--- src/rtl/seq_det_pkg.sv ---
// Shared types and constants for the configurable serial pattern detector.
package seq_det_pkg;

  typedef enum logic [1:0] {
    IDLE = 2'b00,
    RUN  = 2'b01,
    DONE = 2'b10
  } state_t;

  localparam int MAX_LEN_DEF = 8;
  localparam int LEN_W       = 4;

endpackage

--- src/rtl/seq_det_core.sv ---
// History shift register, fill counter and length-masked pattern compare.
// SEQ_DET_OVERLAP_EN: keep history after a hit so matches may overlap.
module seq_det_core
  import seq_det_pkg::*;
#(
  parameter int MAX_LEN = MAX_LEN_DEF
) (
  input  logic               clk,
  input  logic               en,
  input  logic               clr,
  input  logic               bit_valid,
  input  logic               bit_in,
  input  logic [MAX_LEN-1:0] pattern,
  input  logic [LEN_W-1:0]   len,
  output logic               hit
);

  logic [MAX_LEN-1:0] history;
  logic [MAX_LEN-1:0] history_nxt;
  logic [MAX_LEN-1:0] mask;
  logic [LEN_W-1:0]   fill;
  logic [LEN_W-1:0]   fill_nxt;
  logic               adv;

  // Compare against the post-shift history so a hit is known in the same cycle as its last bit.
  always_comb begin
    adv         = en & bit_valid;
    history_nxt = {history[MAX_LEN-2:0], bit_in};
    fill_nxt    = (fill >= LEN_W'(MAX_LEN)) ? LEN_W'(MAX_LEN) : fill + 1'b1;
    mask        = '0;
    for (int i = 0; i < MAX_LEN; i++) begin
      mask[i] = (LEN_W'(i) < len);
    end
    hit = adv && (fill_nxt >= len) && (((history_nxt ^ pattern) & mask) == '0);
  end

  always_ff @(posedge clk) begin
    if (clr) begin
      history <= '0;
      fill    <= '0;
    end else if (adv) begin
`ifdef SEQ_DET_OVERLAP_EN
      history <= history_nxt;
      fill    <= fill_nxt;
`else
      if (hit) begin
        history <= '0;
        fill    <= '0;
      end else begin
        history <= history_nxt;
        fill    <= fill_nxt;
      end
`endif
    end
  end

endmodule

--- src/rtl/seq_det_ctrl.sv ---
// Run-time controller: config registers, IDLE/RUN/DONE FSM and saturating match counter.
// Optional SEQ_DET_OVERLAP_EN (see seq_det_core) enables overlapping matches.
module seq_det_ctrl
  import seq_det_pkg::*;
#(
  parameter int MAX_LEN = MAX_LEN_DEF,
  parameter int CNT_W   = 8
) (
  input  logic               clk,
  input  logic               rst_n,
  input  logic               cfg_we,
  input  logic [MAX_LEN-1:0] cfg_pattern,
  input  logic [LEN_W-1:0]   cfg_len,
  input  logic [CNT_W-1:0]   cfg_target,
  input  logic               start,
  input  logic               stop,
  input  logic               bit_valid,
  input  logic               bit_in,
  output logic               match,
  output logic [CNT_W-1:0]   match_count,
  output logic               busy,
  output logic               done,
  output logic               cfg_err
);

  state_t             state;
  state_t             state_nxt;
  logic [MAX_LEN-1:0] pattern_r;
  logic [LEN_W-1:0]   len_r;
  logic [CNT_W-1:0]   target_r;
  logic [CNT_W-1:0]   cnt_inc;
  logic               cfg_ok;
  logic               arm;
  logic               hit;
  logic               tgt_hit;
  logic               core_clr;

  function automatic logic [CNT_W-1:0] sat_inc(input logic [CNT_W-1:0] v);
    return (&v) ? v : v + 1'b1;
  endfunction

  always_comb begin
    state_nxt = state;
    arm       = 1'b0;
    cfg_ok    = cfg_we && (state != RUN) && (cfg_len != '0) && (cfg_len <= LEN_W'(MAX_LEN));
    cnt_inc   = sat_inc(match_count);
    tgt_hit   = hit && (target_r != '0) && (cnt_inc == target_r);
    case (state)
      IDLE: begin
        if (start) begin
          state_nxt = RUN;
          arm       = 1'b1;
        end
      end
      RUN: begin
        if (stop) state_nxt = IDLE;
        else if (tgt_hit) state_nxt = DONE;
      end
      DONE: begin
        if (stop) begin
          state_nxt = IDLE;
        end else if (start) begin
          state_nxt = RUN;
          arm       = 1'b1;
        end
      end
      default: state_nxt = IDLE;
    endcase
  end

  // Arming always starts from an empty history, so stale partial matches never carry over.
  assign core_clr = rst_n | arm;

  seq_det_core #(
    .MAX_LEN (MAX_LEN)
  ) u_core (
    .clk       (clk),
    .en        (state == RUN),
    .clr       (core_clr),
    .bit_valid (bit_valid),
    .bit_in    (bit_in),
    .pattern   (pattern_r),
    .len       (len_r),
    .hit       (hit)
  );

  always_ff @(posedge clk) begin
    if (rst_n) begin
      state       <= IDLE;
      pattern_r   <= '0;
      len_r       <= LEN_W'(1);
      target_r    <= '0;
      match       <= 1'b0;
      match_count <= '0;
      busy        <= 1'b0;
      done        <= 1'b0;
      cfg_err     <= 1'b0;
    end else begin
      state   <= state_nxt;
      busy    <= (state_nxt == RUN);
      done    <= (state_nxt == DONE);
      cfg_err <= cfg_we && !cfg_ok;
      match   <= hit;
      if (cfg_ok) begin
        pattern_r <= cfg_pattern;
        len_r     <= cfg_len;
        target_r  <= cfg_target;
      end
      if (arm) match_count <= '0;
      else if (hit) match_count <= cnt_inc;
    end
  end

endmodule

--- config.mk ---
export PLATFORM = sky130hd
export DESIGN_NAME = seq_det_ctrl
export DESIGN_NICKNAME = d
export VERILOG_FILES = /design/src/rtl/seq_det_pkg.sv /design/src/rtl/seq_det_core.sv /design/src/rtl/seq_det_ctrl.sv
export SDC_FILE = /design/constraint.sdc
export NUM_CORES = 1
export LEC_CHECK = 0
export CAP_MARGIN = 10
export CORE_ASPECT_RATIO = 2
export CORE_MARGIN = 3
export CORE_UTILIZATION = 47
export CTS_CLUSTER_SIZE = 12
export DETAILED_ROUTE_END_ITERATION = 8
export PLACE_DENSITY = 0.75
export SYNTH_ARGS = -nofsm -noshare
export SYNTH_HDL_FRONTEND = slang
export SYNTH_SLANG_ARGS = --single-unit
--- constraint.sdc ---
create_clock -name clk -period 2.4 [get_ports clk]
set_clock_uncertainty 0.05 [all_clocks]
set_input_delay 0.48 -clock clk [delete_from_list [all_inputs] [get_ports clk]]
set_output_delay 0.48 -clock clk [all_outputs]
set_load 0.03 [all_outputs]
* Yosys cells after proc, flatten, opt, wreduce, memory -nomap -nowiden
Cells that the tools add are included.
** Storage, ports and cells
- Bits in latches :: 0
- Memory bits (writable) :: 0
- Output and inout bits :: 12
- Flip-flop bits (word level) :: 45
- Memory bits (read-only) :: 0
- Memories :: 0
- Logic and storage cells :: 61
** Operators by class
- Reduce and logical (&&, ||, !) cells :: 15
- Div/mod/pow operators :: 0
- $lt $le $gt $ge :: 11
- Equal/unequal tests :: 6
- Shift-type cells :: 0
- Bitwise logic cells :: 4
- Add/sub/neg operators :: 2
- Muxes and demuxes :: 12
- $mul :: 0
** Operators by type and width (number)
- $lt A3 B4 Y1 const A :: 4
- $add A8 B1 Y8 const B :: 1
- $and A8 B8 Y8 :: 1
- $eq A8 B8 Y1 :: 1
- $logic_and A1 B1 Y1 :: 8
- $logic_not A8 Y1 :: 1
- $lt A1 B4 Y1 const A :: 2
- $lt A2 B4 Y1 const A :: 2
- $mux W2 :: 4
- $mux W4 :: 2
- $mux W8 :: 1
- $reduce_and A8 Y1 :: 1
- $reduce_bool A8 Y1 :: 1
- $xor A8 B8 Y8 :: 1
- $mux W7 :: 1
- $pmux W2 S3 :: 1
- $add A4 B1 Y4 const B :: 1
- $eq A2 B1 Y1 const B :: 2
- $eq A2 B2 Y1 const B :: 2
- $ge A4 B4 Y1 :: 1
- $ge A4 B4 Y1 const B :: 1
- $le A4 B4 Y1 const B :: 1
- $reduce_bool A4 Y1 :: 1
- $logic_not A2 Y1 :: 1
- 7 further kinds :: 8

* Longest topological paths before layout
- Depth after elaboration :: 11
- Depth in mapped cells :: 11
- Depth with buffers taken out :: 10

* Hierarchy
A second synthesis with hierarchy kept.
** Unflattened totals
- Cells, all modules :: 280
- Area total of the unflattened synthesis :: 2453.6 um^2
** Modules (own cells, without submodules)
- seq_det_ctrl :: cells each 187, area an instance 1689.1 um^2, seq. area each 680.7 um^2, instances 1
- seq_det_core :: cells each 93, area an instance 764.5 um^2, seq. area each 220.2 um^2, instances 1

* Least setup slack after synthesis
No wires, ideal clock.
- Path type :: register -> register
- Start point :: register u_core.fill[0]
- End point :: register match_count[0]
- Cell stages (with the launch flop) :: 11
- Data arrival time :: 2.405 ns
- Data required time :: 2.281 ns
- Buffers on the path :: 1
- Slack :: -0.124 ns
- Clock period less this slack :: 2.524 ns
- Cell sequence :: dfxtp_1 > inv_1 > ha_1 > nor2b_1 > ha_1 > a2111oi_0 > a2111oi_2 > nand3_1 > buf_6 > or4_1 > o21ai_1
** Between the ends
- Cells in the longest elaborated chain, start to end :: 5
- Elaborated cells on any way between the ends :: 6
- Those cells by class :: add/sub: 1; order compare: 2; mux: 1; reduce/logical: 2
** Ends and longest elaborated chain
- start, declared :: line seq_det_core.sv:21 : logic [LEN_W-1:0] fill;
- start signal, assigned :: line seq_det_core.sv:51 : fill <= fill_nxt;
- $add A4 B1 Y4 or $ge A4 B4 Y1 (tied branches) :: line seq_det_core.sv:29 : fill_nxt = (fill >= LEN_W'(MAX_LEN)) ? LEN_W'(MAX_LEN) : fill + 1'b1;
- $mux W4 (*) :: line seq_det_core.sv:29
- $ge A4 B4 Y1 (*) :: line seq_det_core.sv:34 : hit = adv && (fill_nxt >= len) && (((history_nxt ^ pattern) & mask) == '0);
- $logic_and A1 B1 Y1 (*) (2 in series) :: line seq_det_core.sv:34
- end signal, assigned :: line seq_det_ctrl.sv:110 : else if (hit) match_count <= cnt_inc;
- end, declared :: line seq_det_ctrl.sv:20 : output logic [CNT_W-1:0] match_count,
Every way passes the cells marked *; elsewhere a longest branch is shown, timed or not.
A chain may end at the register's enable or synchronous reset.

* Worst setup path in the final report
- Start point :: register u_core.fill[1]
- End point :: register done
** Between the ends
- Cells in the longest elaborated chain, start to end :: 11
- Elaborated cells on any way between the ends :: 12
- Those cells by class :: add/sub: 1; order compare: 2; eq/ne: 1; mux: 4; reduce/logical: 4
** Ends and longest elaborated chain
- $add A4 B1 Y4 or $ge A4 B4 Y1 (tied branches) :: line seq_det_core.sv:29
- $mux W4 (*) :: line seq_det_core.sv:29
- $ge A4 B4 Y1 (*) :: line seq_det_core.sv:34
- $logic_and A1 B1 Y1 (*) (2 in series) :: line seq_det_core.sv:34
- $logic_and A1 B1 Y1 (*) (2 in series) :: line seq_det_ctrl.sv:47 : tgt_hit = hit && (target_r != '0) && (cnt_inc == target_r);
- $mux W2 (*) :: line seq_det_ctrl.sv:57 : else if (tgt_hit) state_nxt = DONE;
- $mux W2 (*) :: line seq_det_ctrl.sv:56 : if (stop) state_nxt = IDLE;
- $pmux W2 S3 (*) :: line seq_det_ctrl.sv:48 : case (state)
- $eq A2 B2 Y1 (*) :: line seq_det_ctrl.sv:101 : done <= (state_nxt == DONE);
- end signal, assigned :: line seq_det_ctrl.sv:101
- end, declared :: line seq_det_ctrl.sv:22 : output logic done,
Marked as above.

==> results.toml <==
[hold_path]
min_path_type = "flop to flop"
min_path_cells = 2

[floorplan]
die_w_um = 55.4
io-pin-count = 39
rows = 35
coreArea_um2 = 4640
die_h_um = 105
start_util_pct = 49.5
die_area_um2 = 5810

[power]
seq_power_share_pct = 51.6
switching_share_pct = 27.7
p_comb_share_pct = 17.7
p_switching_w = 0.000425
p_per_area_nw_per_um2 = 475
clkPwrFrac_pct = 30.7
p_total_w = 0.00154
leakagePower_nw = 1.33
cellInternalPower_w = 0.00111
peakVddDrop_mv = 0.378

[sta]
hold_violations = 0
slew_viol_final = 0
setup_violations = 7
fin_hold_ws_ns = 0.477
tightestPinTransition_ns = 0.836
period_share_pct = 102
fin_crit_ns = 2.45
slew_headroom_pct = 44.0
rsz0062_at_grt = "yes"
max_freq_mhz = 408
fin_setup_tns_ns = -0.195
setup_slack_ns = -0.0529

[synth]
syn_nets = 293
synth_edf_count = 0
synth.distinct_cells = 47
yosys-top-cells-area = "dfxtp_1 (39%), mux2i_1 (10%), nor2_1 (5.1%)"
synth_cells = 259
ys_async_sr_fraction_pct = 0
ys_ff_latch = 45
ys_seq_area_share_pct = 39.2
synth.avg_cell_area_um2 = 8.87
ys.flop_type = "dfxtp_1"
synth-warning-count = 0
synth_top_area_share_pct = 39.2
netlist_area_um2 = 2300
yosys.area.top_type = "dfxtp_1"

[global_routing]
grt_use_total_pct = 23.8
grt_pass1_vias = 2328
antenna_found_initial = 0
grt_max_degree = 26
grt_overflow = 0
grt_pass1_wl_um = 10900

[clock_network]
clockRootBuffer = "clkbuf_8"
cts_tree = "yes"
cts_made_buffers = 5
worst_skew_pair.late_latency_ns = 0.31
cts_hold_buf = 0
cts_buffer_depth = 2
htreeDepth = 2
path_clk_slew_ns = 0.09
clock-sinks = 45

[setup_path]
required_ns = 2.60
worst-path-stages = 10
crit_fanout = 5
crit_family = "simple AND/OR/NAND/NOR gates"
r2r_cells = 10
path_class = "flop to flop"
critPathMaxStageDelay_ns = 0.43
critPathSlowestCell = "or4_4"
cp_data_arrival_time_ns = 2.65
path_cells = "inv_2 > ha_4 > nor2b_4 > ha_4 > a2111oi_4 > a2111oi_4 > nand3_2 > buf_6 > or4_4 > o21ai_2"
end_kind = "flop"
cp.buffers_inverters = 2
critPathLaunchType = "flop"

[routing]
vias = 2245
wl_um = 6570
drt_iter0_drc = 87
wl_per_cell_um = 17.3
drt_drc_violations_left = 0
antenna_left = 0
routed_via_density = 5.92
dr.pass1.iters = 4

[place]
dpl.hpwl_um = 4500
numPortBuffers = 38
placedCellCount = 357
globalplace.congestion = 0.883
pre_cts_ws_ns = -0.252

[final_layout]
final_cells = 379
area_growth_pct = 40.6
drive_gt1_share_pct = 22.2
antenna_cells = 0
mostFrequentLayoutCell = "dfxtp_1"
nets = 357
layout_common_cells = "dfxtp_1 (43), clkdlybuf4s50_1 (38), nor2_1 (28), buf_4 (26), mux2i_1 (23)"

[status]
violations = "negative setup slack"
status = "complete, but fails checks"

[job]
cap_violations = 0
==> per-stage QoR <==
step	util, %	instance area [µm²]
after floorplan	-	2300
after global placement	61.0	2830
after detailed placement	61.0	2830
after CTS	68.1	3160
after global routing	69.6	3230
final	69.6	3230
==> cell usage after synthesis (2+ instances only) <==
library cell and instances:
a211oi_1 2, a21oi_1 13, a22o_1 11, a311oi_1 2, a31oi_1 2, and3_1 4
and3b_1 2, buf_1 2, buf_2 6, clkbuf_1 6, dfxtp_1 45, ha_1 7
inv_1 9, mux2i_1 23, nand2_1 13, nand2b_1 3, nand3_1 5, nand4_1 2
nor2_1 31, nor2b_1 5, nor3_1 9, nor3b_1 3, nor4_1 4, o21ai_0 5
o21ai_1 3, o22ai_1 2, or3_1 3, or4_1 3, xnor2_1 13, xor2_1 4
==> kinds of logic (layout without fill, tap and decap cells) <==
logic type,Yosys count,count (layout),synth area share [%]
XOR/XNOR,17,17,6.48
adder cells (fa/ha/maj),7,7,3.81
multiplexers,23,23,10.0
AND/OR/NAND/NOR,92,92,20.3
buffers and inverters,24,89,4.58
flip-flops,45,45,39.2
AO/OA/AOI/OAI,51,51,15.6
==> sequential cells by signal, summed over array words and instances, names as in the netlist <==
signal,count
pattern_r,8
len_r,4
match_count,8
u_core.fill,4
busy,1
target_r,8
u_core.history,7
match,1
done,1
state,2
cfg_err,1
==> worst min-delay path, cell delays in order, from the launching register on <==
cell	delay (ns)
dfxtp_1	0.35
mux2i_1	0.07
nor2_1	0.07
==> power by group through the flow <==
stage	Sequential [W]	Combinational, W	Clock (W)
3_5_place_dp	0.000811	0.000238	0
4_1_cts	0.000792	0.000261	0.000479
5_1_grt	0.000796	0.000292	0.000509
2_1_floorplan	0.000815	0.000126	0
6_report	0.000792	0.000272	0.000472
3_3_place_gp	0.000810	0.000234	0
==> path summary, 6_finish.rpt <==
path / to / slack [ns] / from
max: done / -0.05 / u_core.fill[1]
min: pattern_r[3] / 0.48 / pattern_r[3]
max reg2reg: done / -0.05 / u_core.fill[1]
min reg2reg: pattern_r[3] / 0.48 / pattern_r[3]
==> area by class of cell <==
| cell class | count | area, µm² |
|---|---|---|
| clock buffer | 6 | 72.6 |
| clock inverter | 2 | 10.0 |
| fill | 357 | 1410 |
| inverter | 9 | 33.8 |
| multi-input combinational | 190 | 1470 |
| sequential | 45 | 908 |
| tap | 55 | 68.8 |
| timing repair buffer | 72 | 666 |
==> routing by layer <==
metal	wire length, µm	global-route usage, %	part of all wire [%]	vias to the layer above
met5	0	0	0	-
met4	486	19.3	7.4	0
met3	271	3.71	4.1	35
met2	3510	42.3	53	93
met1	2300	23.4	35	1060
li1	-	-	-	1057
==> timing repair <==
action                     4_1_cts  5_1_grt
gates resized for setup         31       15
hold endpoints to repair         0        0
setup buffers                   12        2
setup endpoints to repair       23       22
pin swaps                       14        6
gates cloned                     1        0
Power figures use the tool's default switching activity.
